==> src/rtl/multi_pulse_gen.sv <==
// Multi-channel debounced edge-to-pulse generator with auto-repeat.
// Each channel debounces its level, detects mode-selected edges and repeats while held.
module multi_pulse_gen #(
    parameter int N             = 4,
    parameter int DEB_CYCLES    = 4,
    parameter int PULSE_W       = 1,
    parameter int REPEAT_EN     = 1,
    parameter int HOLD_CYCLES   = 16,
    parameter int REPEAT_CYCLES = 8
) (
    input  logic           clk,
    input  logic           reset,
    input  logic [N-1:0]   level,
    input  logic [2*N-1:0] mode,
    output logic [N-1:0]   pulse,
    output logic [N-1:0]   held,
    output logic           any_pulse
);

    localparam int DW   = $clog2(DEB_CYCLES + 1);
    localparam int PW   = $clog2(PULSE_W + 1);
    localparam int TMAX = (HOLD_CYCLES > REPEAT_CYCLES) ? HOLD_CYCLES : REPEAT_CYCLES;
    localparam int TW   = $clog2(TMAX + 1);

    typedef enum logic [1:0] {
        IDLE,
        HOLD_WAIT,
        REPEAT_WAIT
    } state_t;

    for (genvar i = 0; i < N; i++) begin : g_ch
        logic [1:0]    md;
        logic [1:0]    md_q;
        logic [DW-1:0] deb_q, deb_d;
        logic          held_q, held_d;
        logic          pul_q, pul_d;
        logic [PW-1:0] wc_q, wc_d;
        logic [TW-1:0] tm_q, tm_d;
        state_t        st_q, st_d;
        logic          tog, qual, abort, arm, rpt;

        assign md = mode[2*i +: 2];

        always_ff @(posedge clk) begin
            if (reset) begin
                md_q   <= 2'b00;
                deb_q  <= '0;
                held_q <= 1'b0;
                pul_q  <= 1'b0;
                wc_q   <= '0;
                tm_q   <= '0;
                st_q   <= IDLE;
            end else begin
                md_q   <= md;
                deb_q  <= deb_d;
                held_q <= held_d;
                pul_q  <= pul_d;
                wc_q   <= wc_d;
                tm_q   <= tm_d;
                st_q   <= st_d;
            end
        end

        always_comb begin
            deb_d  = '0;
            held_d = held_q;
            tog    = 1'b0;
            if (level[i] != held_q) begin
                if (deb_q == DW'(DEB_CYCLES - 1)) begin
                    tog    = 1'b1;
                    held_d = ~held_q;
                end else begin
                    deb_d = deb_q + 1'b1;
                end
            end
        end

        // held_q is the pre-toggle value, so !held_q on a toggle means a rise
        assign qual  = tog & (((md == 2'b00) & ~held_q) |
                              ((md == 2'b01) &  held_q) |
                               (md == 2'b10));
        assign abort = (md != md_q);
        assign arm   = qual & (REPEAT_EN != 0) & ~md[1];

        always_comb begin
            st_d = st_q;
            tm_d = tm_q;
            rpt  = 1'b0;
            if (abort) begin
                st_d = IDLE;
                tm_d = '0;
            end else if (arm) begin
                st_d = HOLD_WAIT;
                tm_d = '0;
            end else if (tog) begin
                st_d = IDLE;
                tm_d = '0;
            end else begin
                unique case (st_q)
                    IDLE: tm_d = '0;
                    HOLD_WAIT: begin
                        if (tm_q == TW'(HOLD_CYCLES - 1)) begin
                            rpt  = 1'b1;
                            st_d = REPEAT_WAIT;
                            tm_d = '0;
                        end else begin
                            tm_d = tm_q + 1'b1;
                        end
                    end
                    REPEAT_WAIT: begin
                        if (tm_q == TW'(REPEAT_CYCLES - 1)) begin
                            rpt  = 1'b1;
                            tm_d = '0;
                        end else begin
                            tm_d = tm_q + 1'b1;
                        end
                    end
                    default: begin
                        st_d = IDLE;
                        tm_d = '0;
                    end
                endcase
            end
        end

        always_comb begin
            pul_d = pul_q;
            wc_d  = wc_q;
            if (abort) begin
                pul_d = 1'b0;
                wc_d  = '0;
            end else if (qual | rpt) begin
                pul_d = 1'b1;
                wc_d  = PW'(PULSE_W - 1);
            end else if (pul_q) begin
                if (wc_q == '0) pul_d = 1'b0;
                else            wc_d  = wc_q - 1'b1;
            end
        end

        assign held[i]  = held_q;
        assign pulse[i] = pul_q;
    end

    assign any_pulse = |pulse;

endmodule
==> config.mk <==
export PLATFORM = sky130hd
export DESIGN_NAME = multi_pulse_gen
export DESIGN_NICKNAME = d
export VERILOG_FILES = /design/src/rtl/multi_pulse_gen.sv
export SDC_FILE = /design/constraint.sdc
export NUM_CORES = 1
export LEC_CHECK = 0
export ABC_AREA = 1
export BUFFER_PORTS_ARGS = -buffer_cell sky130_fd_sc_hd__buf_4
export CAP_MARGIN = 15
export CORE_ASPECT_RATIO = 1.2
export CORE_MARGIN = 2
export CORE_UTILIZATION = 37
export DETAILED_ROUTE_END_ITERATION = 8
export GPL_TIMING_DRIVEN = 0
export PLACE_DENSITY = 0.61
export SLEW_MARGIN = 20
export SYNTH_ARGS = -nofsm -noshare
export SYNTH_HDL_FRONTEND = slang
export SYNTH_SLANG_ARGS = --single-unit
==> constraint.sdc <==
create_clock -name clk -period 3 [get_ports clk]
set_clock_uncertainty 0.2 [all_clocks]
set_input_delay 0.3 -clock clk [delete_from_list [all_inputs] [get_ports clk]]
set_output_delay 0.3 -clock clk [all_outputs]
set_load 0.1 [all_outputs]
# After elaboration in Yosys (flattened, before gate mapping)
# Cells that the tools add are included.
# W data, S select, Z words.
[totals]
register_bits = 60
in_bits = 14
out_inout_bits = 9
wordCells = 253
[classes]
n_addsub = 12
eq_ne = 48
muxes = 76
bitwise_logic = 44
reduce_logical = 41
[ops]
columns = ["operator", "n"]
rows = [
  ["$mux W1", 52],
  ["$mux W5", 8],
  ["$pmux W5 S2", 4],
  ["$reduce_and A2 Y1", 12],
  ["$reduce_or A3 Y1", 8],
  ["$add A5 B1 Y5 const B", 4],
  ["$eq A5 B3 Y1 const B", 4],
  ["$eq A5 B4 Y1 const B", 4],
  ["$reduce_or A4 Y1", 5],
  ["$and A1 B1 Y1", 16],
  ["$eq A2 B1 Y1 const B", 8],
  ["$eq A2 B2 Y1 const B", 8],
  ["$logic_not A2 Y1", 8],
  ["$ne A4 B4 Y1 const B", 4],
  ["$not A1 Y1", 16],
  ["$pmux W2 S2", 4],
  ["$reduce_or A2 Y1", 8],
  ["$add A3 B1 Y3 const B", 4],
  ["$eq A3 B2 Y1 const B", 4],
  ["$ne A3 B1 Y1 const B", 4],
  ["$or A1 B1 Y1", 12],
  ["$mux W2", 4],
  ["$ne A2 B2 Y1", 4],
  ["$ne A2 B2 Y1 const B", 4],
  ["other kinds (3)", 12],
]

# Logic depth before layout (Yosys ltp)
# Gate-level depths: netlist (run 1).
[depth]
word_depth = 10
mapped_depth = 10
mapped_depth_nobuf = 10

# Worst setup path after synthesis (run 1)
# OpenSTA, ideal clock, no wires.
[synth_path]
path_type = "reg2out"
startpoint = "register g_ch[1].pul_q"
endpoint = "output any_pulse"
arrival_ps = 1246
required_ps = 2500
path_slack_ps = 1254
path_stages_with_launch = 2
path_buffers = 0
cell_sequence = "dfxtp_1 -> or4_1"
[synth_between]
elab_chain_len = 1
[synth_rtl]
columns = ["item", "line_no", "rtl"]
rows = [
  ["from (decl)", "36", "logic pul_q, pul_d;"],
  ["from (signal assigned)", "57", "pul_q <= pul_d;"],
  ["$reduce_or A4 Y1", "145", "assign any_pulse = |pulse;"],
  ["to (decl)", "17", "output logic any_pulse"],
]
# No other way between the ends.

# Worst setup path after layout (run 1)
[layout_path]
startpoint = "register g_ch[0].pul_q"
endpoint = "output any_pulse"
[layout_between]
elab_chain_len = 1
[layout_rtl]
columns = ["item", "line_no"]
rows = [
  ["from (decl)", "36"],
  ["from (signal assigned)", "57"],
  ["$reduce_or A4 Y1", "145"],
]
# No other way between the ends.

==> impl_results.md, run 1 <==
* RSZ-0062 raised after global routing: false
* Layer with the highest usage: met2
* Largest net degree at the start of global routing at 17
* Synth Instances at ~400
* Final Max Tran Viols at 0
* Drt wl/cell at ~10 um
* Initial antenna violation count at 0
* Setup TNS at 0 ps
* Layout net count at about 480
* Post-route DRC at 0
* Area occupied by multi-input gates at 0.00153 mm2
* LEAKAGE at 1.46 nW
* Actual slew at the worst max-slew pin at 260 ps
* Highest clock rate at 529 MHz
* Worst path max stage delay at 500 ps
* Hold WC Path Type: in -> reg
* FF+latch count, synth at 56
* Routed Antenna Nets at 0
* Power share of the clock group at 33.0%
* Setup Viol. Count Final at 0
* GR Layer Usage met2 at about a quarter
* Worst EP required at 2500 ps
* VDD IR max at 0.185 mV
* Die extent in x at approximately 86 um
* Post-CTS Hold Fix Bufs at 0
* Status: finished, final reports clean
* Comb power frac at 7.7%
* Fillcell total at 829
* GR Util met3 at 2.40%
* Setup bufs post-CTS at 0
* Vias in the first global route at 2,269
* Mapped Nets at approximately 450
* Root buffer cell: clkbuf_8
* Mean Syn Cell Area at 7.48 um2
* Layout cells sized above 1 at 15.3%
* DR vias at 2,434
* Mapped Area at ~0.003 mm2
* CTS clk-pin slew, worst paths at 100 ps
* Yosys Warn Count at 0
* Die ar. at 0.00886 mm2
* RD Place Congestion at 0.780
* Int Power at 0.979 mW
* Startpoint Class: flip-flop
* Ant. Diodes at 0
* DR iter-0 viols at 48
* WS Path Type: reg -> out
* Switching power at roughly 0.3 mW
* CTS resizes at 0
* Cell row count at 36
* First-pass GRT wire length at 8910 um
* CTS tree: done
* Core region area at 0.00802 mm2
* Max Cap Viol at 0
* Final Cycle Share at 63.0%
* Slew HR at 82.5%
* CP Capture Type: output port
* CP Cell Sequence: or4_1 > buf_4
* Gr ovfl total at 0
* Area Overhead vs Synth at 12.5%
* # port buffers at 22
* Switching part of the total at 23.8%
* Fin. Hold Viols at 0
* WP data arrival at 1390 ps
* Synth Flop Type: dfxtp_1
* Post-synth EDFFs at 0
* Drt pass-1 iters at 4
* Sequential area share after synthesis at 37.3%
* Tot Pwr at between 1 and 1.5 mW
* Clock buffer depth at 2
* Clock latency at the later pin of the worst-skew pair at 310 ps
* Sequential cell area at 0.00112 mm2
* Die Span Y at around 100 um
* Total Routing Usage GR at 12.4%
* Initial core utilization at between 30% and 40%
* Yosys cell types at 29
* Register share of total power at 59.3%
* Min Clock Period, post-route at 1890 ps
* Final wirelength at roughly 5200 um
* Inserted Clock Buffers at 5
* Clock H-tree levels at 2
* Clock sinks at 56
* Dpl hpwl at 4150 um
* Max stage delay cell, worst path: or4_1
* Met1 track demand over resource at 13.4%
* Worst-path fanout max at 2
* Pwr/cell area at 380 mW/mm2
* Post-synth ARST share at 0%
* # IOs at 23
* DR vias/cell at approximately 4.6
==> metal layers <==
layer  vias up  part of all wire, %
met3         7                  2.8
li1       1299                    -
met4         0                  1.1
met2        39                   50
met1      1089                   46
met5         -                    0
==> worst max-delay path, delay by kind of cell (launching register included) <==
| kind | cells | cell delay (ps) |
|---|---|---|
| flops | 1 | 330 |
| buf+inv | 1 | 250 |
| simple gates | 1 | 500 |
==> area by class of cell <==
class | count | share of cell area, %
Clock buffer | 6 | 2.44
Sequential cell | 56 | 33.1
Clock inverter | 2 | 0.296
Timing Repair Buffer | 22 | 4.88
Multi-Input combinational cell | 262 | 45.4
Inverter | 74 | 8.21
Buffer | 10 | 2.15
Tap cell | 95 | 3.51
==> cells by family after synthesis <==
group,synth area share [%]
xor gates and xnor gates,2.91
AOI/OAI and AO/OA,5.99
adders and majority gates,13.3
DFF,37.3
buffers and inverters,11.7
and+or+nand+nor,28.8
==> synthesized netlist by cell type (3+ instances only) <==
| cell | n | share of area (%) |
|---|---|---|
| dfxtp_1 | 56 | 37 |
| nor3_1 | 7 | 1.2 |
| nor3_2 | 3 | 1.0 |
| o21ai_0 | 10 | 1.7 |
| inv_2 | 7 | 0.87 |
| nand2_2 | 6 | 1.2 |
| a21oi_1 | 19 | 3.2 |
| nor2_1 | 54 | 6.7 |
| inv_1 | 67 | 8.4 |
| buf_4 | 9 | 2.2 |
| nand3_1 | 30 | 5.0 |
| ha_1 | 32 | 13 |
| nand2_1 | 72 | 9.0 |
| xor2_1 | 8 | 2.3 |
==> worst paths after layout <==
check,from,end,slack (ps),depth (start not counted)
max reg2reg,g_ch[1].tm_q[0]$_SDFF_PP0_,g_ch[1].st_q[0]$_SDFFE_PP0P_,1280,9
min reg2reg,g_ch[2].deb_q[0]$_SDFF_PP0_,g_ch[2].deb_q[0]$_SDFF_PP0_,220,1
max,g_ch[0].pul_q$_SDFF_PP0_,any_pulse,1110,2
min,mode[1],g_ch[0].md_q[1]$_SDFF_PP0_,20,3
==> registers in the layout (all words and copies together), names as in the netlist <==
name / cells
g_ch.st_q: 8
g_ch.held_q: 4
g_ch.deb_q: 12
g_ch.pul_q: 4
g_ch.md_q: 8
g_ch.tm_q: 20
==> power by group through the flow <==
stage	registers [mW]	clock network (mW)	logic, mW
final	0.762	0.424	0.0989
after global routing	0.764	0.467	0.111
after CTS	0.763	0.443	0.101
after detailed placement	0.780	0	0.101
after global placement	0.779	0	0.0986
after floorplan	0.778	0	0.0682
==> cell usage in the layout (no fill, tap or decap), drive strengths merged, types with 3 or more instances in the layout <==
master   n
xor2     8
nand2   78
o21ai   11
nor3    10
nand4    3
ha      32
nor2    57
a21oi   21
buf     32
dfxtp   56
nand3   32
clkbuf   6
inv     74
==> through the flow <==
stage | instance area [um2] | worst slack, ps | instances | util [%] | hold WS (ps)
final | 3380 | 1110 | 527 | 42.2 | 15.1
after CTS | 3380 | 1090 | 527 | 42.2 | 14.1
after floorplan | 3010 | 1250 | 402 | - | 199
after global placement | 3290 | 1300 | 519 | 41.0 | 208
after detailed placement | 3290 | 1280 | 519 | 41.0 | 211
after global routing | 3380 | 1020 | 527 | 42.2 | 31.5
Note: power is estimated with default switching activity, not from simulation.
==> inputs of run 2 (changes only) <==
- clock period: 3 -> 1.9 ns (I/O delays scaled with it)
==> impl_results.md, run 2 (synthesis gave the netlist of run 1 again) <==
* Status: finished, final reports clean
* Clock buffer depth at 2
* Fin. Hold Viols at 0
* Core region area at 0.00802 mm2
* Vias in the first global route at 2,323
* WP data arrival at 1390 ps
* Power share of the clock group at 32.6%
* Drt wl/cell at approximately 9.9 um
* Root buffer cell: clkbuf_8
* First-pass GRT wire length at a little over 9000 um
* Actual slew at the worst max-slew pin at 285 ps
* CTS clk-pin slew, worst paths at 100 ps
* Comb power frac at 8.6%
* Switching part of the total at 23.7%
* Worst-path fanout max at 2
* Worst EP required at 1510 ps
* LEAKAGE at roughly 1.5 nW
* Clock latency at the later pin of the worst-skew pair at 310 ps
* Total Routing Usage GR at approximately an eighth
* Fillcell total at 816
* Ant. Diodes at 0
* Hold WC Path Type: in -> reg
* # port buffers at 22
* # IOs at 23
* Top cell family by delay on the critical path: simple AND/OR/NAND/NOR gates
* Cell row count at 36
* Final Cycle Share at between 90% and 100%
* Die extent in x at 86.3 um
* Area occupied by multi-input gates at 0.00155 mm2
* Initial antenna violation count at 0
* Final wirelength at 5330 um
* Die Span Y at between 100 and 150 um
* Gr ovfl total at 0
* Routed Antenna Nets at 0
* Sequential cell area at 0.00112 mm2
* CP bufs+invs at 1
* WS Path Type: reg -> out
* Min Clock Period, post-route at 1780 ps
* Drt pass-1 iters at 6
* Tot Pwr at roughly 2 mW
* Area Overhead vs Synth at 16.9%
* Final Max Tran Viols at 0
* Pwr/cell area at 583 mW/mm2
* Most common cell after layout, fill and taps aside: nand2_1
* DR vias/cell at roughly 4.6
* Setup TNS at 0 ps
* Setup Viol. Count Final at 0
* Clock sinks at between 50 and 60
* Layout net count at 489
* VDD IR max at 0.290 mV
* Clock H-tree levels at 2
* Highest clock rate at 562 MHz
* DR iter-0 viols at 45
* Post-route DRC at 0
* Int Power at 1.56 mW
* Largest net degree at the start of global routing at 17
* Worst path max stage delay at 500 ps
* RSZ-0062 raised after global routing: false
* DR vias at 2,468
* Number of flip-flops in the largest register at 20
* Max Cap Viol at 0
* Switching power at around 0.49 mW
* Die ar. at 0.00886 mm2
* Max stage delay cell, worst path: or4_1
* Layout cells sized above 1 at ~16%
* CTS tree: done
* Largest regs: g_ch.tm_q (20), g_ch.deb_q (12)
* RD Place Congestion at 0.780
* Dpl hpwl at a little over 4000 um
* CP Cell Sequence: or4_1 > buf_4
* Largest Register: g_ch.tm_q
* Register share of total power at roughly three fifths
* Most frequent cells in the layout: nand2_1 (72), inv_1 (67), dfxtp_1 (56), nor2_1 (52)
* Slew HR at slightly above 80%
* Startpoint Class: flip-flop
* CP Capture Type: output port
* Setup bufs post-CTS at 0
* Inserted Clock Buffers at 5
* Initial core utilization at 37.5%
-- run 2: power groups by stage --
| stage | clock, mW | combinational (mW) | sequential (mW) |
|---|---|---|---|
| floorplan | 0 | 0.108 | 1.23 |
| global placement | 0 | 0.156 | 1.23 |
| detailed placement | 0 | 0.159 | 1.23 |
| CTS | 0.699 | 0.179 | 1.20 |
| global route | 0.737 | 0.198 | 1.21 |
| finish | 0.668 | 0.176 | 1.20 |
-- run 2: worst register-to-register path, stage by stage, from the launching register on --
cell and delay [ps]:
dfxtp_1 340, ha_1 210, nand2_1 90, nor2_1 70
ha_1 190, nor2_1 190, nor2_1 80, nand2_1 90
nand3_1 60, a21oi_1 150
-- run 2: area by class of cell --
cell class                      count  area share (%)
Buffer                             10            2.07
Clock buffer                        6            2.35
Clock inverter                      2           0.285
Inverter                           74            7.91
Multi-Input combinational cell    262            44.0
Sequential cell                    56            31.9
Tap cell                           95            3.38
Timing Repair Buffer               34            8.12
-- run 2: per-stage QoR --
step	worst slack [ps]	utilization, %	cells	hold slack [ps]	cell area (um2)
after floorplan	264	-	402	97.0	3010
after global placement	204	41.0	519	208	3290
after detailed placement	183	41.0	519	211	3290
after CTS	104	43.7	539	16.8	3500
after global routing	10.2	43.8	539	26.6	3510
final	120	43.8	539	11.9	3510
-- run 2: what timing repair did --
action | CTS | global route
endpoints found under the hold margin | 16 | 0
endpoints found under the setup margin | 0 | 2
resized for setup | 0 | 5
hold buffers | 12 | 0
-- run 2: per-layer routing --
metal	vias to the layer above	global-route usage [%]	part of all wire [%]
li1	1320	-	-
met5	-	0	0
met1	1111	13.6	45
met3	9	2.40	2.4
met4	0	4.93	1.8
met2	28	24.6	51
-- run 2: path summary, 6_finish.rpt --
check / end / cells after the start / slack [ps] / start
worst max-delay path: any_pulse / 2 / 120 / g_ch[0].pul_q$_SDFF_PP0_
worst min-delay path: g_ch[0].st_q[1]$_SDFFE_PP0P_ / 4 / 10 / reset
worst max register to register: g_ch[1].st_q[0]$_SDFFE_PP0P_ / 9 / 170 / g_ch[1].tm_q[0]$_SDFF_PP0_
worst min register to register: g_ch[1].deb_q[0]$_SDFF_PP0_ / 1 / 230 / g_ch[1].deb_q[0]$_SDFF_PP0_
